$ cat src/rtl/uart_arb_pkg.sv
// Types and defaults shared by the UART TX arbiter and its round-robin picker.
package uart_arb_pkg;
    typedef enum logic {IDLE = 1'b0, GRANT = 1'b1} arb_state_e;

    localparam int N_REQ_DEF  = 4;
    localparam int DATA_W_DEF = 8;

    function automatic int idx_w(input int n);
        return (n <= 2) ? 1 : $clog2(n);
    endfunction
endpackage

$ cat src/rtl/uart_arb_rr_pick.sv
// Rotating-priority encoder: first set request at or above i_ptr, wrapping to 0.
// Purely combinational; o_any flags that at least one request is set.
module uart_arb_rr_pick
    import uart_arb_pkg::*;
#(
    parameter int N  = N_REQ_DEF,
    parameter int IW = idx_w(N)
) (
    input  logic [N-1:0]  i_req,
    input  logic [IW-1:0] i_ptr,
    output logic [N-1:0]  o_pick,
    output logic          o_any
);
    logic w_found;

    always_comb begin
        o_pick  = '0;
        w_found = 1'b0;
        for (int k = 0; k < N; k++) begin
            for (int j = 0; j < N; j++) begin
                if (!w_found && i_req[j] && (((int'(i_ptr) + k) % N) == j)) begin
                    o_pick[j] = 1'b1;
                    w_found   = 1'b1;
                end
            end
        end
    end

    assign o_any = |i_req;
endmodule

$ cat src/rtl/uart_tx_arbiter.sv
// Round-robin share of one UART TX byte path among N_REQ sources; registered output byte.
// Optional message lock with stall timeout is enabled by defining UART_ARB_LOCK_EN.
module uart_tx_arbiter
    import uart_arb_pkg::*;
#(
    parameter int N_REQ    = N_REQ_DEF,
    parameter int DATA_W   = DATA_W_DEF,
    parameter int HOLD_MAX = 255
) (
    input  logic                    clk_i,
    input  logic                    rst_ni,
    input  logic [N_REQ-1:0]        req_valid_i,
    input  logic [N_REQ*DATA_W-1:0] req_data_i,
    input  logic [N_REQ-1:0]        req_last_i,
    output logic [N_REQ-1:0]        req_ready_o,
    output logic [N_REQ-1:0]        grant_o,
    output logic                    tx_valid_o,
    output logic [DATA_W-1:0]       tx_data_o,
    input  logic                    tx_ready_i,
    output logic                    busy_o,
    output logic                    timeout_o
);
    localparam int IW = idx_w(N_REQ);

    arb_state_e        r_state, w_state_nxt;
    logic [N_REQ-1:0]  r_grant;
    logic [IW-1:0]     r_gidx;
    logic [IW-1:0]     r_ptr;
    logic              r_tx_vld;
    logic [DATA_W-1:0] r_tx_dat;

    logic [N_REQ-1:0]  w_pick;
    logic              w_any;
    logic [IW-1:0]     w_pick_idx;
    logic [IW-1:0]     w_ptr_nxt;
    logic              w_tx_free;
    logic              w_accept;
    logic              w_release;
    logic [DATA_W-1:0] w_sel_dat;
    logic              w_sel_last;

    uart_arb_rr_pick #(.N(N_REQ), .IW(IW)) u_pick (
        .i_req  (req_valid_i),
        .i_ptr  (r_ptr),
        .o_pick (w_pick),
        .o_any  (w_any)
    );

    always_comb begin
        w_pick_idx = '0;
        w_sel_dat  = '0;
        for (int j = 0; j < N_REQ; j++) begin
            if (w_pick[j])  w_pick_idx = IW'(j);
            if (r_grant[j]) w_sel_dat  = w_sel_dat | req_data_i[j*DATA_W +: DATA_W];
        end
    end

    assign w_sel_last = |(req_last_i & r_grant);
    assign w_tx_free  = !r_tx_vld || tx_ready_i;
    assign w_accept   = (r_state == GRANT) && w_tx_free && |(req_valid_i & r_grant);
    assign w_ptr_nxt  = (r_gidx == IW'(N_REQ - 1)) ? '0 : r_gidx + IW'(1);

`ifdef UART_ARB_LOCK_EN
    logic [15:0] r_hold;
    logic        r_timeout;
    logic        w_hold_hit;

    assign w_hold_hit = (r_state == GRANT) && !w_accept && (r_hold == 16'(HOLD_MAX));
    assign w_release  = (w_accept && w_sel_last) || w_hold_hit;
    assign timeout_o  = r_timeout;

    // Counts consecutive granted cycles with no byte accepted.
    always_ff @(posedge clk_i or negedge rst_ni) begin
        if (!rst_ni) begin
            r_hold    <= '0;
            r_timeout <= 1'b0;
        end else begin
            r_timeout <= w_hold_hit;
            if (r_state != GRANT || w_accept || w_hold_hit) r_hold <= '0;
            else                                             r_hold <= r_hold + 16'd1;
        end
    end
`else
    logic w_unused;
    assign w_unused  = ^{w_sel_last, 32'(HOLD_MAX)};
    assign w_release = w_accept;
    assign timeout_o = 1'b0;
`endif

    always_ff @(posedge clk_i or negedge rst_ni) begin
        if (!rst_ni) r_state <= IDLE;
        else         r_state <= w_state_nxt;
    end

    always_comb begin
        w_state_nxt = r_state;
        case (r_state)
            IDLE:    if (w_any)     w_state_nxt = GRANT;
            GRANT:   if (w_release) w_state_nxt = IDLE;
            default: w_state_nxt = IDLE;
        endcase
    end

    always_comb begin
        req_ready_o = '0;
        if (r_state == GRANT && w_tx_free) req_ready_o = r_grant;
    end

    // A new accept wins over the handshake so back-to-back bytes leave no bubble.
    always_ff @(posedge clk_i or negedge rst_ni) begin
        if (!rst_ni) begin
            r_grant  <= '0;
            r_gidx   <= '0;
            r_ptr    <= '0;
            r_tx_vld <= 1'b0;
            r_tx_dat <= '0;
        end else begin
            if (w_accept) begin
                r_tx_vld <= 1'b1;
                r_tx_dat <= w_sel_dat;
            end else if (tx_ready_i) begin
                r_tx_vld <= 1'b0;
            end
            if (r_state == IDLE && w_any) begin
                r_grant <= w_pick;
                r_gidx  <= w_pick_idx;
            end else if (r_state == GRANT && w_release) begin
                r_grant <= '0;
                r_ptr   <= w_ptr_nxt;
            end
        end
    end

    assign grant_o    = r_grant;
    assign tx_valid_o = r_tx_vld;
    assign tx_data_o  = r_tx_dat;
    assign busy_o     = (r_state != IDLE) || r_tx_vld;
endmodule
$ cat config.mk
export PLATFORM = sky130hd
export DESIGN_NAME = uart_tx_arbiter
export DESIGN_NICKNAME = d
export VERILOG_FILES = /design/src/rtl/uart_arb_pkg.sv /design/src/rtl/uart_arb_rr_pick.sv /design/src/rtl/uart_tx_arbiter.sv
export SDC_FILE = /design/constraint.sdc
export NUM_CORES = 1
export LEC_CHECK = 0
export BUFFER_PORTS_ARGS = -buffer_cell sky130_fd_sc_hd__buf_2
export CAP_MARGIN = 0
export CORE_MARGIN = 2
export CORE_UTILIZATION = 42
export DETAILED_ROUTE_END_ITERATION = 6
export HOLD_SLACK_MARGIN = 0.08
export PLACE_DENSITY = 0.86
export SETUP_SLACK_MARGIN = 0.05
export SYNTH_ARGS = -nofsm -noshare
export SYNTH_HDL_FRONTEND = slang
export SYNTH_SLANG_ARGS = --single-unit
$ cat constraint.sdc
create_clock -name clk_i -period 1.76 [get_ports clk_i]
set_input_delay 0.264 -clock clk_i [delete_from_list [all_inputs] [get_ports clk_i]]
set_output_delay 0.264 -clock clk_i [all_outputs]
set_load 0.01 [all_outputs]
* Word-level counts from Yosys, hierarchy flattened *
Cells that the tools add are included.

cells by class
  add/sub/neg operators = 4
  equality and inequality tests = 13
  multiplexer cells = 46
  bitwise operators = 9
  reduce and logical (&&, ||, !) cells = 65

operators by type and width
  operator                                              count
  logical NOT 32 bit                                    4
  logical AND 1 bit                                     35
  two-way mux 1 bit                                     35
  two-way mux 8 bit                                     4
  OR 8 bit                                              3
  equality test 3 bit (second input constant)           6
  logical NOT 1 bit                                     16
  two-way mux 4 bit                                     3
  equality test 3 x 2 -> 1 bit (second input constant)  3
  OR reduction 4 bit                                    2
  equality test 2 bit (second input constant)           3
  two-way mux 2 bit                                     3
  OR reduction 2 bit                                    3
  adder 2 x 1 -> 2 bit (second input constant)          2
  adder 2 bit (second input constant)                   2
  AND 4 bit                                             1
  nonzero test 2 bit                                    2
  AND 1 bit (first input constant)                      3
  equality test 2 x 1 -> 1 bit (second input constant)  1
  logical OR 1 bit                                      2
  NOT 1 bit                                             2
  one-hot mux 1 bit (2 select lines)                    1
  AND reduction 2 bit                                   1

word-level totals
  register bits after elaboration = 18
  input bits = 43
  output and inout bits = 19
  logic and storage cells = 143

* Longest topological paths before layout *
  depth in word-level cells = 64
  gate-level depth with buffers = 5
  mapped depth without buffers = 4

* Modules after synthesis *
A second synthesis with hierarchy kept.

second synthesis, totals
  cell total of the unflattened synthesis = 113
  area total of the unflattened synthesis = 1073.5 um^2

modules (own cells, without submodules)
  module            times used  cells an instance  area each (um^2)  sequential area each (um^2)
  uart_tx_arbiter   1           96                 974.7             450.4
  uart_arb_rr_pick  1           17                 98.8              0.0

* Worst setup path before layout *
OpenSTA, ideal clock, no wires.

  path type = register -> register
  start point = reg r_grant[2], in the netlist grant_o[2]
  end point = reg r_ptr[1]
  library setup time = 0.125 ns
  arrival = 1.296 ns
  data required time = 1.635 ns
  slack = 0.339 ns
  stages on the path, launching flop included = 4
  buffers on the path = 0
  clock period less this slack = 1.421 ns
  cell sequence = dfrtp_1 a22o_2 o211ai_4 mux2_2

between the ends
  word-level cells in the longest chain between the ends = 5

ends and longest elaborated chain
  what                           line                    RTL
  start, declared                uart_tx_arbiter.sv:26   logic [N_REQ-1:0] r_grant;
  start signal, assigned         uart_tx_arbiter.sv:125  r_grant <= w_pick;
  AND 4 bit                      uart_tx_arbiter.sv:60   assign w_accept = (r_state == GRANT) && w_tx_free && |(req_valid_i & r_grant);
  OR reduction 4 bit             uart_tx_arbiter.sv:60
  logical AND 1 bit              uart_tx_arbiter.sv:60
  logical AND 1 bit              uart_tx_arbiter.sv:127  end else if (r_state == GRANT && w_release) begin
  AND reduction 2 bit (no line)  n/a
  end signal, assigned           uart_tx_arbiter.sv:129  r_ptr <= w_ptr_nxt;
  end, declared                  uart_tx_arbiter.sv:28   logic [IW-1:0] r_ptr;

Every way passes these cells.
A chain may end at the register's enable or synchronous reset.

* Worst setup path after layout *
  start point = reg r_state
  end point = out busy_o

between the ends
  word-level cells in the longest chain between the ends = 1

ends and longest elaborated chain
  what                    line                    RTL
  start, declared         uart_tx_arbiter.sv:25   arb_state_e r_state, w_state_nxt;
  start signal, assigned  uart_tx_arbiter.sv:92   else r_state <= w_state_nxt;
  logical OR 1 bit        uart_tx_arbiter.sv:137  assign busy_o = (r_state != IDLE) || r_tx_vld;
  end, declared           uart_tx_arbiter.sv:20   output logic busy_o,

Every way passes these cells.

==> impl_metrics.yaml <==
route:
  ant_nets: 0
  routed_wl_mm: 2.59
  first_pass_iters: 4
  dr_wl_met2_mm: 1.13
  vias_per_cell: 5.58
  wl_met3_um: 257
  dr.max_layer_used: "met3"
  wl_met1_mm: 1.21
  vias: 1065
  first_iter_violations: 14
  wl_per_cell_um: 13.6
  drc_errors: 0
power:
  power_density_nw_per_um2: 1460
  total_power_mw: 1.98
  p_seq_frac: 0.364
  internal_power_mw: 1.16
  p_leak_nw: 0.709
  power_switching_share: 0.412
  ir_worst_vdd_mv: 0.914
  p_switching_mw: 0.817
  p_clk_frac: 0.095
  power_frac_comb: 0.540
timing:
  finalHoldViolations: 0
  final-max-slew-violation-count: 0
  period_share: 0.846
  worst_hold_slack_ns: 0.262
  fmax_ghz: 0.671
  period_needed_ns: 1.49
  setup_tns_ns: 0
  setup-violations-final: 0
  rsz0062_at_grt: "no"
  skew_ns: 0.00104
clock_tree:
  post_cts_resize_count: 0
  cts.path.max_buffers: 2
  tritoncts: "built"
  cts_setup_buffers: 0
  cts_made_buffers: 3
  clk_latency_ns: 0.28
  htree_levels: 1
  root_buffer: "clkbuf_4"
  hold_buffers: 1
  path_clk_slew_ns: 0.09
  cts_sinks: 18
place:
  dp_hpwl_mm: 1.99
  gp_congestion: 0.878
  numPortBuffers: 56
  dpl_cell_area_um2: 1320
final_layout:
  final_common_cell: "buf_2"
  multiInputGateArea_um2: 509
  area.growth.synth_to_final_pct: 34.5
  drive_gt1_frac: 0.454
  final_cell_mix: "56 x buf_2, 18 x dfrtp_1, 11 x nand2_1, 11 x o21ai_0"
  fillers: 194
  diodes: 0
  design_area_um2: 1360
  regArea_um2: 450
  final_nets: 209
setup_path:
  required_ns: 1.50
  worst_setup_path_end_kind: "primary output"
  arrival_ns: 1.23
  critPathMaxFanout: 9
  worstSetupPathType: "flip-flop to primary output"
  worstSetupStartpointType: "flip-flop"
global_route:
  grt_pass1_vias: 965
  grt_pass1_wl_mm: 4.00
  grt_max_degree: 19
  grt_usage: 0.195
  overflow: 0
  antenna_found_initial: 0
min_path:
  min_path_type: "primary input to flip-flop"
yosys:
  synthCells: 104
  synth_fp_nets: 148
  ys_types: 30
  syn_area_per_cell_um2: 9.70
  syn_area_um2: 1010
  ys_ff_latch: 18
  synth-warning-count: 0
  yosysSeqAreaShare: 0.447
floorplan:
  fp.dieW_um: 53
  ios: 62
  num_rows: 17
  initial_core_util: 0.452
  dieArea_um2: 2810
  core-area_um2: 2230
  die_height_um: 53
run_status:
  outcome: "finished, final reports clean"
job:
  max_cap_viol_count: 0
-- Yosys cell counts --
cell | number | area [um2]
a31oi_1 | 2 | 12.5
o21ai_2 | 1 | 8.76
a22o_2 | 2 | 20.0
o21ba_2 | 1 | 10.0
o31ai_1 | 1 | 7.51
a31o_2 | 1 | 8.76
o221ai_1 | 1 | 8.76
a21oi_1 | 5 | 25.0
dfrtp_1 | 18 | 450
o21a_1 | 1 | 7.51
o211ai_4 | 1 | 21.3
a221oi_1 | 8 | 70.1
nand2b_1 | 2 | 12.5
mux2_2 | 1 | 11.3
o21ai_0 | 11 | 55.1
a21o_1 | 1 | 7.51
clkbuf_1 | 4 | 15.0
buf_4 | 1 | 7.51
or2_2 | 2 | 12.5
and3_1 | 5 | 31.3
nand3_1 | 3 | 15.0
ha_1 | 1 | 12.5
inv_1 | 1 | 3.75
buf_6 | 2 | 22.5
conb_1 | 1 | 3.75
nor2_1 | 6 | 22.5
o22ai_1 | 1 | 6.26
a22o_1 | 8 | 70.1
o211ai_1 | 1 | 7.51
nand2_1 | 11 | 41.3
-- registers in the layout, indices dropped and copies added (netlist names) --
name,cells
grant_o,4
r_state,1
tx_data_o,8
r_gidx,2
r_ptr,2
tx_valid_o,1
-- cell type report --
class	count	share of cell area
multi-input combinational	78	0.375
inverter	1	0.00277
tap	28	0.0258
sequential	18	0.332
clock buffer	3	0.0166
timing repair buffer	63	0.247
-- worst max-delay path, stage by stage, from the launching register on --
cell     delay, ns
dfrtp_1       0.49
or2_2         0.32
buf_2         0.14
-- path summary, 6_finish.rpt --
check                                         start                       end  slack (ns)  cells past startpoint
min reg2reg                tx_data_o[6]$_DFFE_PN0P_  tx_data_o[6]$_DFFE_PN0P_        0.48                      2
max reg2reg                  grant_o[2]$_DFFE_PN0P_      r_ptr[1]$_DFFE_PN0P_        0.33                      3
min in group asynchronous                    rst_ni  tx_data_o[5]$_DFFE_PN0P_        0.44                      2
max                               r_state$_DFF_PN0_                    busy_o        0.27                      2
max in group asynchronous                    rst_ni    grant_o[2]$_DFFE_PN0P_        1.04                      2
min                                  req_data_i[17]  tx_data_o[1]$_DFFE_PN0P_        0.26                      3
-- through the flow --
step	setup WS (ns)	utilization	std cells
2_1_floorplan	0.339	-	104
3_3_place_gp	0.346	0.593	187
3_5_place_dp	0.341	0.593	187
4_1_cts	0.262	0.607	191
5_1_grt	0.195	0.607	191
6_report	0.270	0.607	191
-- kinds of logic (layout without fill, tap and decap cells) --
logic type | after synthesis | after routing | share of synthesized area
AO/OA/AOI/OAI | 46 | 46 | 0.344
flip-flops | 18 | 18 | 0.447
multiplexers | 1 | 1 | 0.0112
adder cells (fa/ha/maj) | 1 | 1 | 0.0124
other | 1 | 1 | 0.00372
AND/OR/NAND/NOR | 29 | 29 | 0.134
buffers and inverters | 8 | 67 | 0.0484
-- metal layers --
metal	track usage	vias up
li1	-	518
met2	0.352	56
met4	0.0385	0
met5	0	-
met1	0.237	491
met3	0.0424	0
-- power groups by stage --
stage          Clock, mW  Combinational, mW  Sequential, mW
2_1_floorplan          0              0.668           0.760
4_1_cts            0.197               1.08           0.719
5_1_grt            0.221               1.19           0.740
3_5_place_dp           0               1.07           0.724
3_3_place_gp           0               1.04           0.715
6_report           0.189               1.07           0.721
Note: power is estimated with default switching activity, not from simulation.
